[src/rtl/eth_pkg.sv]
// eth_pkg: Ethernet header constants, header struct, inserter FSM states and header-to-wire-byte helper
package eth_pkg;
  localparam int ETH_HDR_BYTES = 14;
  localparam int ETH_MIN_FRAME = 60;
  localparam logic [15:0] ETH_TYPE_IPV4 = 16'h0800;
  typedef struct packed {
    logic [47:0] dst_mac;
    logic [47:0] src_mac;
    logic [15:0] eth_type;
  } eth_hdr_t;
  typedef enum logic [2:0] {IDLE, HDR, DATA, FLUSH, PAD} eth_state_t;
  function automatic logic [ETH_HDR_BYTES*8-1:0] hdr_to_bytes(input eth_hdr_t h);
    logic [ETH_HDR_BYTES*8-1:0] r;
    for (int i = 0; i < ETH_HDR_BYTES; i++) r[i*8+:8] = h[(ETH_HDR_BYTES-1-i)*8+:8];
    return r;
  endfunction
endpackage

[src/rtl/eth_header_inserter.sv]
// eth_header_inserter: prepends a 14-byte Ethernet header to a packed idx-format payload stream (ETH_PAD_EN pads frames to 60 bytes)
module eth_header_inserter
  import eth_pkg::*;
#(
  parameter int DATA_WIDTH = 64,
  localparam int BYTES = DATA_WIDTH / 8,
  localparam int IW = $clog2(BYTES + 1)
) (
  input  logic                  clk,
  input  logic                  rst,
  input  logic                  hdr_valid_in,
  output logic                  hdr_ready_out,
  input  logic [47:0]           dst_mac,
  input  logic [47:0]           src_mac,
  input  logic [15:0]           eth_type,
  input  logic [DATA_WIDTH-1:0] tdata_in,
  input  logic [IW-1:0]         idx_in,
  input  logic                  data_valid_in,
  input  logic                  last_flag_in,
  output logic                  data_ready_out,
  output logic [DATA_WIDTH-1:0] tdata_out,
  output logic [IW-1:0]         idx_out,
  output logic                  data_valid_out,
  output logic                  last_flag_out,
  input  logic                  tx_ready_in,
  output logic [15:0]           frame_len_out
);
  localparam int HF = ETH_HDR_BYTES / BYTES;
  localparam int OFF = ETH_HDR_BYTES % BYTES;
  localparam int IMW = (HF + 1) * DATA_WIDTH;
  eth_state_t state, state_n;
  logic [IMW-1:0] img, img_n;
  logic [OFF*8-1:0] carry, carry_n;
  logic [3:0] hcnt, hcnt_n;
  logic [IW-1:0] fn, fn_n, o_idx;
  logic [15:0] cnt, cnt_n;
  logic [DATA_WIDTH-1:0] o_data, d_beat;
  logic load, go, o_last;
  int sum;
  function automatic logic [DATA_WIDTH-1:0] keep(input logic [DATA_WIDTH-1:0] d, input logic [IW-1:0] n);
    logic [DATA_WIDTH-1:0] r;
    for (int i = 0; i < BYTES; i++) r[i*8+:8] = i < int'(n) ? d[i*8+:8] : 8'h00;
    return r;
  endfunction
  assign load = !data_valid_out || tx_ready_in;
  assign hdr_ready_out = !rst && state == IDLE;
  assign data_ready_out = !rst && state == DATA && load;
  assign img_n = IMW'(hdr_to_bytes({dst_mac, src_mac, eth_type}));
  assign d_beat = {tdata_in[(BYTES-OFF)*8-1:0], carry};
  assign sum = OFF + int'(idx_in);
`ifdef ETH_PAD_EN
  int rem;
  assign rem = ETH_MIN_FRAME - int'(cnt);
`endif
  always_comb begin
    state_n = state;
    carry_n = carry;
    hcnt_n = hcnt;
    fn_n = fn;
    o_data = '0;
    o_idx = '0;
    o_last = 1'b0;
    go = 1'b0;
    case (state)
      IDLE: if (hdr_valid_in) begin
        carry_n = img_n[HF*DATA_WIDTH +: OFF*8];
        go = HF > 0 && load;
        o_data = go ? img_n[DATA_WIDTH-1:0] : '0;
        o_idx = go ? IW'(BYTES) : '0;
        hcnt_n = go ? 4'd1 : 4'd0;
        state_n = HF == 0 ? DATA : (go && HF == 1) ? DATA : HDR;
      end
      HDR: if (load) begin
        go = 1'b1;
        o_data = img[hcnt*DATA_WIDTH +: DATA_WIDTH];
        o_idx = IW'(BYTES);
        hcnt_n = hcnt + 4'd1;
        state_n = int'(hcnt) == HF - 1 ? DATA : HDR;
      end
      DATA: if (data_valid_in && load) begin
        go = 1'b1;
        carry_n = tdata_in[DATA_WIDTH-1 -: OFF*8];
        o_last = last_flag_in && sum <= BYTES;
        o_idx = o_last ? IW'(sum) : IW'(BYTES);
        o_data = keep(d_beat, o_idx);
        fn_n = IW'(sum - BYTES);
        state_n = !last_flag_in ? DATA : o_last ? IDLE : FLUSH;
      end
      FLUSH: if (load) begin
        go = 1'b1;
        o_idx = fn;
        o_data = keep(DATA_WIDTH'(carry), fn);
        o_last = 1'b1;
        state_n = IDLE;
      end
`ifdef ETH_PAD_EN
      PAD: if (load) begin
        go = 1'b1;
        o_last = rem <= BYTES;
        o_idx = o_last ? IW'(rem) : IW'(BYTES);
        state_n = o_last ? IDLE : PAD;
      end
`endif
      default: state_n = IDLE;
    endcase
    cnt_n = (state == IDLE ? 16'd0 : cnt) + (go ? 16'(o_idx) : 16'd0);
`ifdef ETH_PAD_EN
    if (o_last && cnt_n < 16'(ETH_MIN_FRAME)) begin
      o_last = 1'b0;
      state_n = PAD;
    end
`endif
  end
  always_ff @(posedge clk) begin
    if (rst) begin
      state <= IDLE;
      img <= '0;
      carry <= '0;
      hcnt <= '0;
      fn <= '0;
      cnt <= '0;
      tdata_out <= '0;
      idx_out <= '0;
      data_valid_out <= 1'b0;
      last_flag_out <= 1'b0;
      frame_len_out <= '0;
    end else begin
      state <= state_n;
      carry <= carry_n;
      hcnt <= hcnt_n;
      fn <= fn_n;
      cnt <= cnt_n;
      if (state == IDLE && hdr_valid_in) img <= img_n;
      if (load) begin
        data_valid_out <= go;
        tdata_out <= o_data;
        idx_out <= o_idx;
        last_flag_out <= o_last;
      end
      if (go && o_last) frame_len_out <= cnt_n;
    end
  end
endmodule
[config.mk]
export PLATFORM = sky130hd
export DESIGN_NAME = eth_header_inserter
export DESIGN_NICKNAME = d
export VERILOG_FILES = /design/src/rtl/eth_pkg.sv /design/src/rtl/eth_header_inserter.sv
export SDC_FILE = /design/constraint.sdc
export NUM_CORES = 1
export LEC_CHECK = 0
export CAP_MARGIN = 0
export CELL_PAD_IN_SITES_DETAIL_PLACEMENT = 2
export CELL_PAD_IN_SITES_GLOBAL_PLACEMENT = 2
export CORE_ASPECT_RATIO = 0.7
export CORE_MARGIN = 2
export CORE_UTILIZATION = 30
export CTS_BUF_LIST = sky130_fd_sc_hd__clkbuf_2 sky130_fd_sc_hd__clkbuf_4 sky130_fd_sc_hd__clkbuf_8
export DETAILED_ROUTE_END_ITERATION = 8
export PLACE_DENSITY = 0.87
export SLEW_MARGIN = 30
export SYNTH_ARGS = -nofsm -noshare
export SYNTH_HDL_FRONTEND = slang
export SYNTH_SLANG_ARGS = --single-unit
[constraint.sdc]
create_clock -name clk -period 5.4 [get_ports clk]
set_input_delay 1.08 -clock clk [delete_from_list [all_inputs] [get_ports clk]]
set_output_delay 1.08 -clock clk [all_outputs]
set_load 0.005 [all_outputs]
### Word level (Yosys, flattened, before mapping)

Cells that the tools add are included.

| word-level totals | value |
|---|---|
| output and inout port bits | 88 |
| logic and storage cells | 104 |
| register bits | 273 |
| bits of input ports | 186 |

| cells by class | value |
|---|---|
| add/subtract/negate cells | 4 |
| shift-type cells | 1 |
| muxes and demuxes | 47 |
| equal/unequal tests | 7 |
| $lt $le $gt $ge | 15 |
| reductions and logical operators | 19 |

Operators by type and width:

| operator | count |
|---|---|
| 64-bit one-hot mux with 4 select lines | 1 |
| 64-bit two-way mux | 2 |
| 128-bit by 11-bit variable part select with 64-bit output | 1 |
| 8-bit two-way mux | 14 |
| 48-bit two-way mux | 2 |
| 48-bit one-hot mux with 2 select lines | 1 |
| 4-bit two-way mux | 8 |
| 3-bit by 4-bit less-than comparator with 1-bit output, first input constant | 6 |
| 16-bit by 4-bit adder with 16-bit output | 1 |
| 1-bit by 4-bit less-than comparator with 1-bit output, first input constant | 4 |
| 2-bit by 4-bit less-than comparator with 1-bit output, first input constant | 4 |
| 16-bit two-way mux | 1 |
| 4-bit one-hot mux with 4 select lines | 1 |
| 3-bit two-way mux | 4 |
| 3-bit one-hot mux with 4 select lines | 1 |
| 2-bit two-way mux | 4 |
| 4-bit one-hot mux with 2 select lines | 1 |
| 1-bit logical AND | 7 |
| 3-bit by 2-bit equality test with 1-bit output, second input constant | 2 |
| 2-bit inequality test, second input constant | 3 |
| 3-bit AND reduction | 2 |
| 3-bit by 4-bit adder with 5-bit output, first input constant | 1 |
| 5-bit by 4-bit less-or-equal comparator with 1-bit output, second input constant | 1 |
| 1-bit two-way mux | 5 |
| other kinds (14) | 16 |

### Longest topological paths before layout

Gate-level depths: netlist of run 1.

| depth | value |
|---|---|
| word-level depth | 8 |
| depth in mapped cells | 15 |
| depth with buffers taken out | 14 |

### Worst setup path before layout of run 1

No wires, ideal clock.

| path | value |
|---|---|
| kind | input-to-reg |
| from | in idx_in[1] |
| to | reg frame_len_out[12] |
| slack | 1.041 ns |
| buffers on the path | 1 |
| data required time | 5.330 ns |
| setup time | 0.070 ns |
| arrival | 4.289 ns |
| stages | 15 |
| path through | inv_1 ha_1 or4b_1 buf_2 a31o_4 nor2_1 a22o_1 ha_1 inv_1 fa_1 nand2b_1 a21o_1 or3_1 a211o_1 a21oi_1 |

| on the way | value |
|---|---|
| longest elaborated chain between the ends | 8 |
| elaborated cells on any way between the ends | 11 |
| classes of those cells | 2 x add/sub; 1 x order compare; 6 x mux; 2 x reduce/logical |

Ends and longest elaborated chain:

| item | RTL line | source |
|---|---|---|
| start: declaration | eth_header_inserter.sv:17 | `input logic [IW-1:0] idx_in,` |
| 3-bit by 4-bit adder with 5-bit output * | eth_header_inserter.sv:50 | `assign sum = OFF + int'(idx_in);` |
| 5-bit by 4-bit less-or-equal comparator with 1-bit output | eth_header_inserter.sv:83 | `o_last = last_flag_in && sum <= BYTES;` |
| 1-bit logical AND | eth_header_inserter.sv:83 |  |
| 4-bit two-way mux | eth_header_inserter.sv:84 | `o_idx = o_last ? IW'(sum) : IW'(BYTES);` |
| 4-bit two-way mux | eth_header_inserter.sv:80 | `DATA: if (data_valid_in && load) begin` |
| 4-bit one-hot mux with 4 select lines | eth_header_inserter.sv:64 | `case (state)` |
| 4-bit two-way mux | eth_header_inserter.sv:106 | `cnt_n = (state == IDLE ? 16'd0 : cnt) + (go ? 16'(o_idx) : 16'd0);` |
| 16-bit by 4-bit adder with 16-bit output | eth_header_inserter.sv:106 |  |
| end signal: assignment | eth_header_inserter.sv:140 | `if (go && o_last) frame_len_out <= cnt_n;` |
| end: declaration | eth_header_inserter.sv:26 | `output logic [15:0] frame_len_out` |

Every way passes the cells marked *; elsewhere a longest branch is shown, timed or not.
A chain may end at the register's enable or synchronous reset.

==> results of run 1 <==
==> final cells by class <==
cell class / instances / area [um^2]
fillers: 4320 / 22640
multi-input cells: 1073 / 5939
repair buffers: 292 / 2895
diodes: 8 / 20.02
clock inverters: 3 / 40.04
inverters: 13 / 48.80
clock buffers: 78 / 973.4
flip-flops and latches: 272 / 5449
well taps: 527 / 659.4
==> sequential cells by signal, summed over array words and instances, names as in the netlist, 2 cells and up <==
register       cells
hcnt               4
carry             48
frame_len_out     16
cnt               16
fn                 4
img              112
tdata_out         64
idx_out            4
state              2
==> power by group through the flow <==
stage	combinational [mW]	sequential (mW)	clock [mW]
floorplan	0.906	2.42	0
global placement	1.43	2.50	0
finish	1.54	2.45	2.07
global route	1.69	2.48	2.22
CTS	1.55	2.45	2.12
detailed placement	1.52	2.49	0
==> kinds of logic (layout without fill, tap and decap cells) <==
logic type,after synthesis,after routing
AND/OR/NAND/NOR,598,598
AO/OA/AOI/OAI,405,405
flip-flops,272,272
buffers and inverters,135,386
multiplexers,49,49
XOR/XNOR,13,13
adder cells (fa/ha/maj),8,8
other,0,8
==> metrics by stage <==
stage | cells | setup TNS [ns] | cell area [um^2]
2_1_floorplan | 1480 | 0 | 11860
3_5_place_dp | 2177 | -0.06765 | 14970
5_1_grt | 2264 | 0 | 16020
6_report | 2266 | 0 | 16030
3_3_place_gp | 2176 | 0 | 14930
4_1_cts | 2258 | 0 | 15990
==> layer usage <==
layer | share of wire (%) | track usage, %
met5 | 0.041 | 0
met2 | 48 | 40.22
met1 | 45 | 29.94
met3 | 4.4 | 4.463
met4 | 2.5 | 7.940
==> worst reg2reg max path, stage by stage, from the launching register on <==
cell and delay (ns):
dfxtp_1 0.62, nor2b_4 0.24, nand3_1 0.09, buf_4 0.23, nor2_1 0.32, a22o_1 0.22
ha_1 0.20, inv_1 0.07, fa_1 0.40, nand2b_1 0.21, a21oi_1 0.39, nand4_1 0.20
mux2_2 0.33, o31ai_1 0.23
==> placed cells by master, fill, tap and decap left out, types with 3 or more instances in the layout <==
cell               n
nand2_1          357
clkdlybuf4s50_1  272
dfxtp_1          271
a21oi_1          172
nor2_1           140
clkbuf_8          63
o21ai_0           56
a311oi_1          56
nor3_1            51
mux2i_1           32
a221oi_1          25
a211oi_1          20
mux2_2            17
buf_4             17
a221o_1           16
clkbuf_4          16
inv_1             13
nand3_1           11
a31oi_1           10
xor2_1            10
o21bai_1           9
diode_2            8
a21bo_2            8
ha_1               7
nand2b_1           5
nor2b_1            5
a211oi_2           5
a22oi_1            4
and2_1             4
nand4_1            4
o22ai_1            3
xnor2_1            3
==> cells in the mapped netlist (8+ instances only) <==
cell      number
mux2i_1       32
a211oi_1      20
nor3_1        51
nand3_1       11
a21oi_1      173
o21bai_1       9
mux2_2        17
a221o_1       16
xor2_1        10
inv_1         13
a21bo_2        8
a31oi_1       11
clkbuf_1      87
nor2_1       141
nand2_1      359
dfxtp_1      272
o21ai_0       56
a311oi_1      56
buf_2         31
a221oi_1      25
==> how the worst max path moves through the flow <==
stage,start,endpoint,slack [ns],depth (start not counted)
3_3_place_gp,idx_in[1],frame_len_out[12],0.30,15
4_1_cts,idx_in[1],frame_len_out[14],0.47,15
5_1_grt,idx_in[1],frame_len_out[14],0.17,15
2_1_floorplan,idx_in[1],frame_len_out[12],1.04,15
6_report,idx_in[1],frame_len_out[14],0.42,15
3_5_place_dp,idx_in[1],frame_len_out[14],-0.06,15
==> metrics.txt, run 1 <==
TritonRoute pass-1 iters=4; Hold Crit Class=reg2reg; # DRC=0; initial DRC count=566; final net count=1894; fin worst setup slack=0.4218 ns; antenna viol nets, final=0; relative slew slack=37.42%; TritonCTS Buffers=48; delay of the slowest cell on the worst path=0.52 ns; largest family of logic cells by synthesized area=compound AO/OA/AOI/OAI gates; drt wl/cell=21.70 um; final setup vio count=0; CTS root buf=clkbuf_8; Yosys reg bits=272; overall routing resource usage=23.56%; Vias/cell=5.321; maximum operating frequency=0.2009 GHz; Reg clk slew, reported paths=0.06 ns; R2R cell count=13; Synth area leader=dfxtp_1; number of setup buffers added after CTS=0; sequential fraction of design power=40.5%; first-pass GRT wire length=77030 um; hold path cells=2; hold wc startpoint=img[0]; initial antenna violation count=10; endpoints failing hold=0; pin count of the biggest net entering global routing=131; PostCTS Resize Cnt=0; Synth Instances=1480; Die ar.=41160 um^2; Sw Pwr=1.983 mW; DPL Wire Length=31730 um; layout cell share with drive strength beyond 1=8.954%; Pint=4.074 mW; die width=241.6 um; reg2reg end=frame_len_out[14]; Routed WL=49170 um; Synth area leaders=dfxtp_1 (46%), nand2_1 (11%), a21oi_1 (7.3%); Max-Cap Viols=0; Net Count, Synth=1674; Adder-Cell Fraction of Synth Area=0.9074%; vias in the first global route=13450; R2R Setup Slk=1.56 ns; switching share of power=32.74%; CTS Sinks=272; critical path fanouts, max=7; cts hold-fix bufs=0; register area share after synthesis=45.92%; minimum clock period=4.978 ns; Synth Area in XOR/XNOR=0.9601%; Power Total=6.057 mW; Synth async-reset ratio=0%; top_reg_cell synth=dfxtp_1; status=completed; IO Count=274; H-tree depth=2; WHS=0.4590 ns; CP Data Arrival Time=5.45 ns; die height=170.3 um; delay-heaviest family, CP=simple AND/OR/NAND/NOR gates; cell row count=60; Area Growth Syn to Fin=35.13%; top cell type's share of synthesized area=45.92%; CP endpoint kind=flop; synthesized area=11860 um^2; Synth cell types=58; power per cell area=378.0 nW/um^2; Tcrit/Tclk final=92.19%; Port Buffers=273; Via Count=12060; Final Util=41.45%; Post-synth EDFFs=0; Synth Area in Compound Gates=22.69%; startpoint types=primary input; GP Congestion=0.8368; Clock Power Share=34.1%; peak supply drop=0.0001656 V; critical path class=in2reg; critical-path cell list=clkdlybuf4s50_1 -> inv_1 -> ha_1 -> or4bb_1 -> a31o_4 -> nor2_1 -> a22o_1 -> ha_1 -> inv_1 -> fa_1 -> nand2b_1 -> a21oi_1 -> nand4_1 -> mux2_2 -> o31ai_1; Slew Limit Fails=0; core area=38660 um^2; CTS max path bufs=3; Worst Path Required=5.88 ns; Starting Density=30.67%; Simple-Gate Fraction of Synth Area=20.51%; Synth Area per Inst=8.013 um^2; slowest library cell on the worst path=clkdlybuf4s50_1; Post-Place Worst Slack=-0.06067 ns; yosys warns=0; leakage power=5.875 nW; RSZ-0062 raised after global routing=false; CTS tree=built; Worst Tran Pin Value=0.9353 ns; clock skew=0.01271 ns; reg2reg start=state[1]; Buffers & Inverters on Critical Path=3; logic gate share of total power=25.4%; Hold Path Sink=img[0]; mux cell area share after synthesis=4.315%; clk_lat worst skew=0.57 ns; gr ovfl total=0
Power figures use the tool's default switching activity.
==> inputs of run 2 (changes only) <==
==> constraint.sdc (replaced) <==
create_clock -name clk -period 5.4 [get_ports clk]
set_input_delay 0.81 -clock clk [delete_from_list [all_inputs] [get_ports clk]]
set_output_delay 0.81 -clock clk [all_outputs]
set_load 0.005 [all_outputs]
==> run 2 against run 1 <==
Effect of this change:
- clock-buffer cell count decreased by 3
- sequential share of layout area about the same
- global-route usage about the same
- worst setup slack improved by 0.21 ns
- total power increased by 0.54%
- clock skew increased by 0.015 ns
- core utilization about the same
- critical path type unchanged
- clock power about the same
- register-to-register slack improved by 0.05 ns
- critical path depth unchanged
==> metrics.txt, run 2 (synthesized netlist as in run 1, its figures left out) <==
TritonCTS Buffers=47 (was 48); Area Growth Syn to Fin=35.07% (was 35.13%); peak supply drop=0.0001675 V (was 0.0001656 V); Pint=4.096 mW (was 4.074 mW); startpoint types=primary input (unchanged); most common cell after layout, fill and taps aside=nand2_1 (unchanged); Reg clk slew, reported paths=0.06 ns (about the same); initial DRC count=633 (was 566); leakage power=5.858 nW (was 5.875 nW); die width=241.6 um (unchanged); initial antenna violation count=8 (was 10); first-pass GRT wire length=76760 um (was 77030 um); Via Count=12050 (was 12060); relative slew slack=39.61% (was 37.42%); Routed WL=49520 um (was 49170 um); CTS root buf=clkbuf_8 (unchanged); gr ovfl total=0 (unchanged); die height=170.3 um (unchanged); TritonRoute pass-1 iters=5 (was 4); final cell count without fillers=2259 (was 2266); Max-Cap Viols=0 (unchanged); Tcrit/Tclk final=88.36% (was 92.19%); Worst Path Required=5.90 ns (was 5.88 ns); clk_lat worst skew=0.59 ns (was 0.57 ns); Slew Limit Fails=0 (unchanged); H-tree depth=2 (unchanged); core area=38660 um^2 (unchanged); sequential fraction of design power=40.4% (was 40.5%); cts hold-fix bufs=0 (unchanged); antenna viol nets, final=0 (unchanged); minimum clock period=4.771 ns (was 4.978 ns); drt wl/cell=21.92 um (was 21.70 um); Worst Tran Pin Value=0.9058 ns (was 0.9353 ns); CTS Sinks=272 (unchanged); CP Data Arrival Time=5.27 ns (was 5.45 ns); slowest library cell on the worst path=or4b_1 (was clkdlybuf4s50_1); pin count of the biggest net entering global routing=184 (was 131); final net count=1889 (was 1894); Sw Pwr=1.994 mW (was 1.983 mW); top flop regs=img: 112 flops, tdata_out: 64 flops, carry: 48 flops (unchanged); fin worst setup slack=0.6285 ns (was 0.4218 ns); delay of the slowest cell on the worst path=0.66 ns (was 0.52 ns); Hold Crit Class=reg2reg (unchanged); Biggest register=img (unchanged); CTS max path bufs=3 (unchanged); cell row count=60 (unchanged); clock skew=0.02751 ns (was 0.01271 ns); CTS tree=built (unchanged); Starting Density=30.67% (unchanged); critical-path cell list=clkdlybuf4s50_1 -> inv_1 -> ha_1 -> or4b_1 -> a31o_4 -> nor2_1 -> a22o_1 -> ha_1 -> inv_1 -> fa_1 -> nand2b_1 -> a21oi_1 -> nand4_1 -> mux2_2 -> o31ai_1 (was clkdlybuf4s50_1 -> inv_1 -> ha_1 -> or4bb_1 -> a31o_4 -> nor2_1 -> a22o_1 -> ha_1 -> inv_1 -> fa_1 -> nand2b_1 -> a21oi_1 -> nand4_1 -> mux2_2 -> o31ai_1); Clock Power Share=34.3% (was 34.1%); CP endpoint kind=flop (unchanged); status=completed (unchanged); final setup vio count=0 (unchanged); PostCTS Resize Cnt=0 (unchanged); Die ar.=41160 um^2 (unchanged); Post-Place Worst Slack=0.1267 ns (was -0.06067 ns); Vias/cell=5.335 (was 5.321); layout cell share with drive strength beyond 1=8.638% (was 8.954%); RSZ-0062 raised after global routing=false (unchanged); # DRC=0 (unchanged); switching share of power=32.74% (about the same); IO Count=274 (unchanged); Final TNS setup=0 ns (unchanged); GP Congestion=0.8212 (was 0.8368); Final Util=41.43% (was 41.45%); critical path class=in2reg (unchanged); number of setup buffers added after CTS=0 (unchanged); power per cell area=380.2 nW/um^2 (was 378.0 nW/um^2); DPL Wire Length=31400 um (was 31730 um); Port Buffers=273 (unchanged); critical path fanouts, max=7 (unchanged); most frequent cells in the layout=nand2_1 (357), clkdlybuf4s50_1 (272), dfxtp_1 (271) (unchanged); vias in the first global route=13350 (was 13450); endpoints failing hold=0 (unchanged); overall routing resource usage=23.60% (was 23.56%); max FFs per register=112 (unchanged); maximum operating frequency=0.2096 GHz (was 0.2009 GHz); Placed Cells incl. Taps=2173 (was 2177); logic gate share of total power=25.3% (was 25.4%)
[run 2: cell types whose count changed in the layout (fill, tap and decap cells not counted)]
| cell | before | now |
|---|---|---|
| buf_4 | 17 | 12 |
| bufinv_16 | 1 | 2 |
| clkinv_2 | 2 | 1 |
| buf_6 | 1 | 0 |
| diode_2 | 8 | 7 |
| buf_12 | 1 | 3 |
| clkbuf_8 | 63 | 62 |
| clkinvlp_4 | 0 | 1 |
| clkbuf_4 | 16 | 14 |
[run 2: power by group through the flow]
stage | sequential, mW | clock, mW | combinational [mW]
after floorplan | 2.42 | 0 | 0.906
after global placement | 2.50 | 0 | 1.43
after detailed placement | 2.50 | 0 | 1.53
after CTS | 2.46 | 2.16 | 1.56
after global routing | 2.49 | 2.24 | 1.70
final | 2.46 | 2.09 | 1.54
[run 2: final timing paths]
check	from	endpoint	slack, ns	depth (start not counted)
setup / recovery	idx_in[1]	frame_len_out[14]	0.63	15
hold / removal	img[40]	img[40]	0.46	2
setup reg to reg	state[0]	frame_len_out[14]	1.61	11
hold reg to reg	img[40]	img[40]	0.46	2
[run 2: metal layers]
layer / up-vias / global-route usage, % / wire length (um)
met5: - / 0 / 11
met1: 6040 / 28.83 / 21650
met3: 85 / 5.015 / 2706
li1: 5613 / - / -
met4: 2 / 7.831 / 1064
met2: 312 / 41.39 / 24090
[run 2: worst max-delay path: cells and delay by family]
kind,cells,cell delay (ns)
multiplexers,1,0.32
AND/OR/NAND/NOR,4,1.30
AO/OA/AOI/OAI,4,1.12
adder cells (fa/ha/maj),3,0.88
buffers and inverters,3,0.83
[run 2: per-stage QoR]
step / area [um^2] / power (mW) / hold WS, ns
after floorplan: 11860 / 3.322 / 0.4329
after global placement: 14920 / 3.932 / 0.4396
after detailed placement: 14970 / 4.029 / 0.4495
after CTS: 15980 / 6.175 / 0.4586
after global routing: 16010 / 6.424 / 0.4751
final: 16020 / 6.090 / 0.4563
[run 2: layout make-up]
type | instances | area, um^2
inverter | 13 | 48.80
tap | 527 | 659.4
multi-input combinational | 1073 | 5939
timing repair buffer | 288 | 2887
clock buffer | 75 | 944.7
fill | 4310 | 22640
sequential | 272 | 5449
antenna | 7 | 17.52
clock inverter | 4 | 72.57
